### src/rtl/seg_pkg.sv
// Shared constants and types for the seven-segment display path.
// Also used by the scan driver for its blank/default digit code.
package seg_pkg;

  localparam int DIG_W = 8;
  localparam int NDIG  = 6;

  localparam logic [7:0]  BLANK_CODE = 8'hFF;
  localparam logic [7:0]  ERR_CODE   = 8'h0E;
  localparam logic [23:0] DEC_MAX    = 24'd999999;

  typedef logic [DIG_W-1:0] code_t;

  typedef enum logic [1:0] {
    IDLE,
    CONV,
    FINISH
  } state_t;

endpackage

### src/rtl/seg_digit_encoder_if.sv
// Request/result bundle between the display register and the encoder.
// The encoder results feed the scan driver digit inputs.
interface seg_digit_encoder_if;
  import seg_pkg::*;

  logic        in_valid;
  logic        in_ready;
  logic [23:0] value;
  logic        hex_mode;
  logic        blank_lz;
  logic        out_valid;
  code_t       data0;
  code_t       data1;
  code_t       data2;
  code_t       data3;
  code_t       data4;
  code_t       data5;

  modport master (
    output in_valid,
    output value,
    output hex_mode,
    output blank_lz,
    input  in_ready,
    input  out_valid,
    input  data0,
    input  data1,
    input  data2,
    input  data3,
    input  data4,
    input  data5
  );

  modport slave (
    input  in_valid,
    input  value,
    input  hex_mode,
    input  blank_lz,
    output in_ready,
    output out_valid,
    output data0,
    output data1,
    output data2,
    output data3,
    output data4,
    output data5
  );

endinterface

### src/rtl/dd_step.sv
// One double-dabble iteration: add 3 to every BCD nibble >= 5,
// then shift the BCD register left, pulling in the binary MSB.
module dd_step (
  input  logic [23:0] bcd,
  input  logic        msb,
  output logic [23:0] nxt
);

  logic [23:0] adj;

  always_comb begin
    adj = '0;
    for (int i = 0; i < 6; i++) begin
      if (bcd[4*i +: 4] >= 4'd5)
        adj[4*i +: 4] = bcd[4*i +: 4] + 4'd3;
      else
        adj[4*i +: 4] = bcd[4*i +: 4];
    end
  end

  assign nxt = {adj[22:0], msb};

endmodule

### src/rtl/seg_digit_encoder.sv
// Binary to six digit codes, hex or decimal (iterative double-dabble),
// with optional leading-zero blanking. Digits held until next result.
module seg_digit_encoder
  import seg_pkg::*;
#(
  parameter int DEC_BITS = 20
) (
  input logic               clk,
  input logic               rst_n,
  seg_digit_encoder_if.slave bus
);

  localparam int CW = $clog2(DEC_BITS);

  state_t              state;
  state_t              state_nxt;
  logic [23:0]         val_q;
  logic                hex_q;
  logic                blank_q;
  logic [CW-1:0]       cnt;
  logic [23:0]         bcd;
  logic [23:0]         bcd_nxt;
  logic [DEC_BITS-1:0] bin;
  code_t [NDIG-1:0]    dig_q;
  code_t [NDIG-1:0]    dig_d;
  logic                out_valid_q;
  logic                accept;
  logic                ovf_in;
  logic                ovf_q;
  logic                seen;
  logic [3:0]          nib;

  assign accept = bus.in_valid && (state == IDLE);
  assign ovf_in = !bus.hex_mode && (bus.value > DEC_MAX);

  dd_step u_dd (
    .bcd (bcd),
    .msb (bin[DEC_BITS-1]),
    .nxt (bcd_nxt)
  );

  always_ff @(posedge clk or negedge rst_n) begin
    if (!rst_n)
      state <= IDLE;
    else
      state <= state_nxt;
  end

  always_comb begin
    state_nxt = state;
    unique case (state)
      IDLE: begin
        if (accept)
          state_nxt = (bus.hex_mode || ovf_in) ? FINISH : CONV;
      end
      CONV: begin
        if (cnt == '0)
          state_nxt = FINISH;
      end
      FINISH:  state_nxt = IDLE;
      default: state_nxt = IDLE;
    endcase
  end

  // Digit selection and blanking from the latched request
  always_comb begin
    ovf_q = !hex_q && (val_q > DEC_MAX);
    seen  = 1'b0;
    dig_d = '0;
    nib   = '0;
    for (int i = NDIG - 1; i >= 0; i--) begin
      nib  = hex_q ? val_q[4*i +: 4] : bcd[4*i +: 4];
      seen = seen | (nib != 4'h0);
      if (blank_q && !seen && (i != 0))
        dig_d[i] = BLANK_CODE;
      else
        dig_d[i] = {4'h0, nib};
    end
    if (ovf_q) begin
      for (int i = 0; i < NDIG - 1; i++)
        dig_d[i] = BLANK_CODE;
      dig_d[NDIG-1] = ERR_CODE;
    end
  end

  always_ff @(posedge clk or negedge rst_n) begin
    if (!rst_n) begin
      val_q       <= '0;
      hex_q       <= 1'b0;
      blank_q     <= 1'b0;
      cnt         <= '0;
      bcd         <= '0;
      bin         <= '0;
      dig_q       <= '0;
      out_valid_q <= 1'b0;
    end else begin
      out_valid_q <= (state == FINISH);
      unique case (state)
        IDLE: begin
          if (accept) begin
            val_q   <= bus.value;
            hex_q   <= bus.hex_mode;
            blank_q <= bus.blank_lz;
            cnt     <= CW'(DEC_BITS - 1);
            bcd     <= '0;
            bin     <= bus.value[DEC_BITS-1:0];
          end
        end
        CONV: begin
          bcd <= bcd_nxt;
          bin <= {bin[DEC_BITS-2:0], 1'b0};
          cnt <= cnt - 1'b1;
        end
        FINISH:  dig_q <= dig_d;
        default: ;
      endcase
    end
  end

  assign bus.in_ready  = (state == IDLE);
  assign bus.out_valid = out_valid_q;
  assign bus.data0     = dig_q[0];
  assign bus.data1     = dig_q[1];
  assign bus.data2     = dig_q[2];
  assign bus.data3     = dig_q[3];
  assign bus.data4     = dig_q[4];
  assign bus.data5     = dig_q[5];

endmodule

### src/flat_wrapper.sv
// flat-port wrapper written by rule: the top's interface ports become plain ports
module seg_digit_encoder_flat import seg_pkg::*;
#(
  parameter int DEC_BITS = 20
)
  (clk, rst_n, bus_in_valid, bus_value, bus_hex_mode, bus_blank_lz, bus_in_ready, bus_out_valid, bus_data0, bus_data1, bus_data2, bus_data3, bus_data4, bus_data5);
  seg_digit_encoder_if bus_i ();
  input logic clk;
  input logic rst_n;
  input wire logic [$bits(bus_i.in_valid)-1:0] bus_in_valid;
  input wire logic [$bits(bus_i.value)-1:0] bus_value;
  input wire logic [$bits(bus_i.hex_mode)-1:0] bus_hex_mode;
  input wire logic [$bits(bus_i.blank_lz)-1:0] bus_blank_lz;
  output wire logic [$bits(bus_i.in_ready)-1:0] bus_in_ready;
  output wire logic [$bits(bus_i.out_valid)-1:0] bus_out_valid;
  output wire logic [$bits(bus_i.data0)-1:0] bus_data0;
  output wire logic [$bits(bus_i.data1)-1:0] bus_data1;
  output wire logic [$bits(bus_i.data2)-1:0] bus_data2;
  output wire logic [$bits(bus_i.data3)-1:0] bus_data3;
  output wire logic [$bits(bus_i.data4)-1:0] bus_data4;
  output wire logic [$bits(bus_i.data5)-1:0] bus_data5;
  assign bus_i.in_valid = bus_in_valid;
  assign bus_i.value = bus_value;
  assign bus_i.hex_mode = bus_hex_mode;
  assign bus_i.blank_lz = bus_blank_lz;
  assign bus_in_ready = bus_i.in_ready;
  assign bus_out_valid = bus_i.out_valid;
  assign bus_data0 = bus_i.data0;
  assign bus_data1 = bus_i.data1;
  assign bus_data2 = bus_i.data2;
  assign bus_data3 = bus_i.data3;
  assign bus_data4 = bus_i.data4;
  assign bus_data5 = bus_i.data5;
  seg_digit_encoder #(.DEC_BITS(DEC_BITS)) u_core (.clk(clk), .rst_n(rst_n), .bus(bus_i));
endmodule
### config.mk
export PLATFORM = sky130hd
export DESIGN_NAME = seg_digit_encoder_flat
export DESIGN_NICKNAME = d
export VERILOG_FILES = /design/src/rtl/seg_pkg.sv /design/src/rtl/seg_digit_encoder_if.sv /design/src/rtl/dd_step.sv /design/src/rtl/seg_digit_encoder.sv /design/src/flat_wrapper.sv
export SDC_FILE = /design/constraint.sdc
export NUM_CORES = 1
export LEC_CHECK = 0
export BUFFER_PORTS_ARGS = -buffer_cell sky130_fd_sc_hd__buf_2
export CORE_AREA = 2 2 114 116
export DETAILED_ROUTE_END_ITERATION = 10
export DIE_AREA = 0 0 116 118
export PLACE_DENSITY_LB_ADDON = 0.15
export SKIP_CTS_REPAIR_TIMING = 1
export SLEW_MARGIN = 20
export SYNTH_ARGS = -nofsm -noshare
export SYNTH_HDL_FRONTEND = slang
export SYNTH_HIERARCHICAL = 1
export SYNTH_SLANG_ARGS = --single-unit
export TNS_END_PERCENT = 1
### constraint.sdc
create_clock -name clk -period 2.8 [get_ports clk]
set_clock_uncertainty 0.1 [all_clocks]
set_input_delay 0.42 -clock clk [delete_from_list [all_inputs] [get_ports clk]]
set_output_delay 0.42 -clock clk [all_outputs]
set_load 0.05 [all_outputs]
=== Word-level counts from Yosys, hierarchy flattened ===
Cells that the tools add are included.

* Bits in registers: 126
* Output and inout bits: 50
* Input bits: 29
* Logic and storage cells: 92

* $lt $le $gt $ge: 8
* Bitwise gates (word level): 4
* Equality and inequality tests: 4
* Reduce and logical (&&, ||, !) cells: 27
* Mux-type cells: 28
* $add $sub $neg: 7

{| class="wikitable"
|+ Operators with widths
! cell !! count
|-
| 24-bit by 20-bit > comparator with 1-bit output, second input constant || 2
|-
| 48-bit two-way mux || 1
|-
| 24-bit one-hot mux with 2 select lines || 1
|-
| 4-bit two-way mux || 11
|-
| 8-bit two-way mux || 5
|-
| 20-bit one-hot mux with 2 select lines || 1
|-
| 4-bit by 3-bit greater-or-equal comparator with 1-bit output, second input constant || 6
|-
| 24-bit two-way mux || 1
|-
| 4-bit by 2-bit adder with 4-bit output, second input constant || 5
|-
| 20-bit two-way mux || 1
|-
| 4-bit nonzero test || 5
|-
| 5-bit one-hot mux with 2 select lines || 1
|-
| 1-bit logical AND || 8
|-
| 1-bit zero test || 7
|-
| 2-bit two-way mux || 3
|-
| 2-bit AND reduction || 3
|-
| 5-bit zero test || 1
|-
| 5-bit two-way mux || 1
|-
| 5-bit by 1-bit subtractor with 5-bit output, second input constant || 1
|-
| 2-bit by 1-bit inequality test with 1-bit output, second input constant || 2
|-
| 1-bit bitwise OR || 4
|-
| 2-bit one-hot mux with 2 select lines || 1
|-
| 3-bit by 2-bit adder with 3-bit output, second input constant || 1
|-
| 3-bit two-way mux || 1
|-
| 5 further kinds || 5
|}

=== Logic depth before layout (Yosys ltp) ===
* Depth after elaboration: 10
* Depth in mapped cells: 9
* Gate-level depth less buffers: 6

=== By module ===
The synthesis kept the hierarchy.

{| class="wikitable"
|+ By module, submodules not included
! module !! area an instance (um^2) !! instances !! cells each
|-
| seg_digit_encoder || 4942.2 || 1 || 479
|-
| dd_step || 595.6 || 1 || 93
|}

=== Worst setup path before layout ===
Ideal clock, no wire load.

* Kind: register to register
* Start point: reg u_core.val_q[12]
* End point: reg u_core.dig_q (netlist bit u_core/bus.data3[1])
* Buffers on the path: 2
* Data required time: 2.619 ns
* Setup time: 0.081 ns
* Path slack: 0.694 ns
* Data arrival time: 1.925 ns
* Cell stages (with the launch flop): 8
* Path through: dfrtp_1 or4_4 nor4_2 nor3_1 a221o_1 buf_2 buf_6 a31oi_2

* Word-level cells in the longest chain between the ends: 7
* Elaborated cells between the ends (all ways): 9

{| class="wikitable"
|+ RTL lines
! what !! line !! RTL
|-
| from (decl) || seg_digit_encoder.sv:17 || <nowiki>logic [23:0] val_q;</nowiki>
|-
| from (signal assigned) || seg_digit_encoder.sv:101 || <nowiki>val_q <= bus.value;</nowiki>
|-
| branches (longest 6 deep; another with 24-bit by 20-bit > comparator with 1-bit output) || - ||
|-
| 48-bit two-way mux * || seg_digit_encoder.sv:79 || <nowiki>if (ovf_q) begin</nowiki>
|-
| to (signal assigned) || seg_digit_encoder.sv:114 || <nowiki>FINISH: dig_q <= dig_d;</nowiki>
|-
| to (decl) || seg_digit_encoder.sv:24 || <nowiki>code_t [NDIG-1:0] dig_q;</nowiki>
|}

Every way passes the cells marked *.
A chain may end at the register's enable or synchronous reset.

=== Worst setup path in the final report ===
* Start point: reg u_core.hex_q
* End point: reg u_core.dig_q (netlist bit u_core/bus.data2[2])

* Word-level cells in the longest chain between the ends: 9
* Elaborated cells between the ends (all ways): 17

{| class="wikitable"
|+ RTL lines
! what !! line !! RTL
|-
| from (decl) || seg_digit_encoder.sv:18 || <nowiki>logic hex_q;</nowiki>
|-
| from (signal assigned) || seg_digit_encoder.sv:102 || <nowiki>hex_q <= bus.hex_mode;</nowiki>
|-
| 4-bit two-way mux || seg_digit_encoder.sv:72 || <nowiki>nib = hex_q ? val_q[4*i +: 4] : bcd[4*i +: 4];</nowiki>
|-
| 4-bit nonzero test || seg_digit_encoder.sv:73 || <nowiki>seen = seen | (nib != 4'h0);</nowiki>
|-
| 1-bit bitwise OR (3 in a row) || seg_digit_encoder.sv:73 ||
|-
| 1-bit zero test || seg_digit_encoder.sv:74 || <nowiki>if (blank_q && !seen && (i != 0))</nowiki>
|-
| 1-bit logical AND || seg_digit_encoder.sv:74 ||
|-
| 8-bit two-way mux || seg_digit_encoder.sv:74 ||
|-
| 48-bit two-way mux * || seg_digit_encoder.sv:79 ||
|}

Every way passes the cells marked *; elsewhere a longest branch is shown, timed or not.

==> impl_results.md <==
- Outcome: completed
- Die Height: 118 um
- Average instance area after synthesis: 9.68 um^2
- Unrepaired setup endpoints after global routing: no
- Achievable clock frequency: 406 MHz
- TritonCTS Buffers: 9
- Area growth from synthesis to layout: 14.2%
- Vias in the first global route: 4008
- Number of nets in the synthesized netlist: 615
- Post-detailed-placement half-perimeter wirelength: 8.71 mm
- Number of buffer cells added on primary ports: 78
- Start-to-end type of the worst setup path: flip-flop to flip-flop
- Pwr Density: 887 mW/mm^2
- Cell count of the worst hold path: 3
- Ratio of cells with drive above 1 in the final layout: 20.6%
- Ant. Diodes: 0
- Endpoint kind of the worst setup timing path: flip-flop
- Fraction of the yosys area taken by sequential cells: 48.8%
- CTS tree: yes
- Length in cells of the worst reg-to-reg path: 5
- Internal power component: 3.21 mW
- Worst setup SP type: flip-flop
- Number of nets in the final layout: 668
- Maximum vdd ir drop: 0.308 mV
- Overall routing resource usage: 18.7%
- Net Switching: 2.41 mW
- Dominant cells by area after synthesis: sky130_fd_sc_hd__dfrtp_1 49%, sky130_fd_sc_hd__nand2_1 8.7%, sky130_fd_sc_hd__mux2i_1 8.5%
- Final Wtd Congestion: 0.813
- Cell Area, Placed: 0.00600 mm^2
- Hold Vio Cnt, Final: 0
- Setup violations, final: 0
- # Max-Cap Violations: 0
- CTS sink cnt: 108
- Sequential power share: 38.2%
- Tmin final: 2460 ps
- Flip-flop and latch count after synthesis: 108
- Hold crit path type: primary input to flip-flop
- Residual overflow from global routing: 0
- Sum Neg Setup Slack: 0 ps
- Vias per inst: 5.25
- Net switching share of the total power: 42.9%
- Cell taking the most area after synthesis: sky130_fd_sc_hd__dfrtp_1
- Most common cell in the synthesized netlist: sky130_fd_sc_hd__nand2_1
- Slew at the pin with the worst max-slew slack: 623 ps
- Max transition margin: 58.5%
- Synth cell count leaders: 128 x sky130_fd_sc_hd__nand2_1, 108 x sky130_fd_sc_hd__dfrtp_1, 47 x sky130_fd_sc_hd__mux2i_1
- Detailed Routing Iterations Pass 1: 6
- Part of the cycle the worst path needs: 87.9%
- # H-tree levels: 3
- Total wirelength of the detailed-routed design: 12.1 mm
- Combined area of all synthesized cells: 0.00554 mm^2
- Later-pin clock latency in the skew report: 340 ps
- X dimension of the die: 116 um
- Static Leakage: 2.92 nW
- Synth top area share: 48.8%
- Data required time at the worst endpoint: 2970 ps
- Total Die Area: 0.0137 mm^2
- Async set-reset flop share out of synthesis: 100%
- Maximum fanout along the worst path: 12
- Clk buf depth: 2
- Cell Rows: 41
- Routed length per instance: 15.1 um
- Wire length of the first global-routing pass: 20.3 mm
- Pins over their slew limit: 0
- Effective utilization at floorplan: 44.6%
- Number of synthesized flops with an enable pin: 0
- Number of distinct library cells after synthesis: 46
- Relative contribution of the clock network to total power: 24.2%
- Post-synthesis instance total: 572
- Drt drc: 0
- Placeable core region: 0.0124 mm^2
- Initial antenna violation count: 0
- Maximum number of pins on one net before global-route repair: 51
- Root Buffer Master: sky130_fd_sc_hd__clkbuf_16
- DR iter-0 viols: 225
- Vias: 4210
- I/O pins: 79
- Yosys warning count: 6
- Portion of total power attributed to combinational logic: 37.5%
- CTS clock-pin slew for the worst setup and hold paths: 70 ps
- Area of all placed cells without fillers: 0.00633 mm^2
- Most frequently used flop master after synthesis: sky130_fd_sc_hd__dfrtp_1
- Number of routed nets with antenna violations: 0
- Crit path arrival time: 2630 ps
-- cell families (layout without fill, tap and decap cells) --
| family | count (synthesis) | after routing | synth area share (%) |
|---|---|---|---|
| AND/OR/NAND/NOR | 219 | 219 | 17.4 |
| multiplexers | 48 | 48 | 8.74 |
| XOR/XNOR | 7 | 7 | 1.11 |
| adder cells (fa/ha/maj) | 14 | 14 | 3.16 |
| buffers and inverters | 65 | 123 | 6.08 |
| flip-flops | 108 | 108 | 48.8 |
| AO/OA/AOI/OAI | 111 | 111 | 14.7 |
-- placed cells by master, fill, tap and decap left out, types with 7 or more instances in the layout --
cell,netlist,routed
sky130_fd_sc_hd__buf_2,5,77
sky130_fd_sc_hd__clkbuf_16,0,9
sky130_fd_sc_hd__a31oi_2,10,10
sky130_fd_sc_hd__nor2_1,43,43
sky130_fd_sc_hd__a21oi_1,12,12
sky130_fd_sc_hd__nor3_1,7,7
sky130_fd_sc_hd__ha_1,14,14
sky130_fd_sc_hd__a22o_1,26,26
sky130_fd_sc_hd__xnor2_1,7,7
sky130_fd_sc_hd__o21ai_0,30,30
sky130_fd_sc_hd__nand2b_1,16,16
sky130_fd_sc_hd__inv_1,16,16
sky130_fd_sc_hd__a31oi_1,11,11
sky130_fd_sc_hd__dfrtp_1,108,108
sky130_fd_sc_hd__mux2i_1,47,47
sky130_fd_sc_hd__buf_4,19,11
sky130_fd_sc_hd__nand2_1,128,128
-- metal layers --
layer | GRT usage [%] | wire length, um
met5 | 0 | 0
met3 | 3.81 | 526
met4 | 5.13 | 143
met2 | 26.9 | 5150
met1 | 28.7 | 6250
-- power groups by stage --
stage / Combinational, mW / Sequential (mW) / Clock, mW
2_1_floorplan: 1.12 / 2.78 / 0
3_5_place_dp: 2.12 / 2.18 / 0
6_report: 2.11 / 2.14 / 1.36
5_1_grt: 2.25 / 2.19 / 1.47
3_3_place_gp: 2.11 / 2.16 / 0
4_1_cts: 2.12 / 2.15 / 1.40
-- cell type report --
| type | count | area (um^2) |
|---|---|---|
| Clock buffer | 12 | 246 |
| Clock inverter | 4 | 72.6 |
| Fill cell | 1199 | 6090 |
| Inverter | 16 | 60.1 |
| Multi-Input combinational cell | 399 | 2510 |
| Sequential cell | 108 | 2700 |
| Tap cell | 172 | 215 |
| Timing Repair Buffer | 91 | 518 |
-- through the flow --
| step | utilization, % | hold WS, ps | worst slack [ps] | total power, mW | std cells |
|---|---|---|---|---|---|
| finish | 51.0 | 160 | 338 | 5.61 | 802 |
| global route | 51.0 | 189 | 216 | 5.91 | 802 |
| CTS | 50.9 | -29.9 | 326 | 5.67 | 801 |
| detailed placement | 48.3 | 349 | 342 | 4.30 | 785 |
| global placement | 48.3 | 340 | 440 | 4.27 | 785 |
| floorplan | - | 24.4 | 694 | 3.90 | 572 |
-- worst paths after layout --
kind,from,end,slack [ps]
worst max register to register,u_core/hex_q,u_core/bus.data2[2],340
worst min-delay path,bus_blank_lz,u_core/blank_q,160
max in group asynchronous,rst_n,u_core/bcd[5],1420
worst min register to register,u_core/bin[2],u_core/bin[2],380
worst max-delay path,u_core/hex_q,u_core/bus.data2[2],340
min in group asynchronous,rst_n,u_core/val_q[10],500
-- critical path: stages, from the launching register on --
cell and delay (ps):
sky130_fd_sc_hd__dfrtp_1 640, sky130_fd_sc_hd__mux2i_2 350, sky130_fd_sc_hd__o2111ai_2 240, sky130_fd_sc_hd__or3_1 550, sky130_fd_sc_hd__nand2b_1 300, sky130_fd_sc_hd__a31oi_2 210
-- sequential cells by signal (all words and copies together), names as in the netlist --
name	cells
u_core/bcd	24
u_core/bin	20
u_core/blank_q	1
u_core/bus.data0	5
u_core/bus.data1	5
u_core/bus.data2	5
u_core/bus.data3	5
u_core/bus.data4	5
u_core/bus.data5	5
u_core/bus.out_valid	1
u_core/cnt	5
u_core/hex_q	1
u_core/state	2
u_core/val_q	24
No activity file was read; power rests on OpenSTA's default activity.
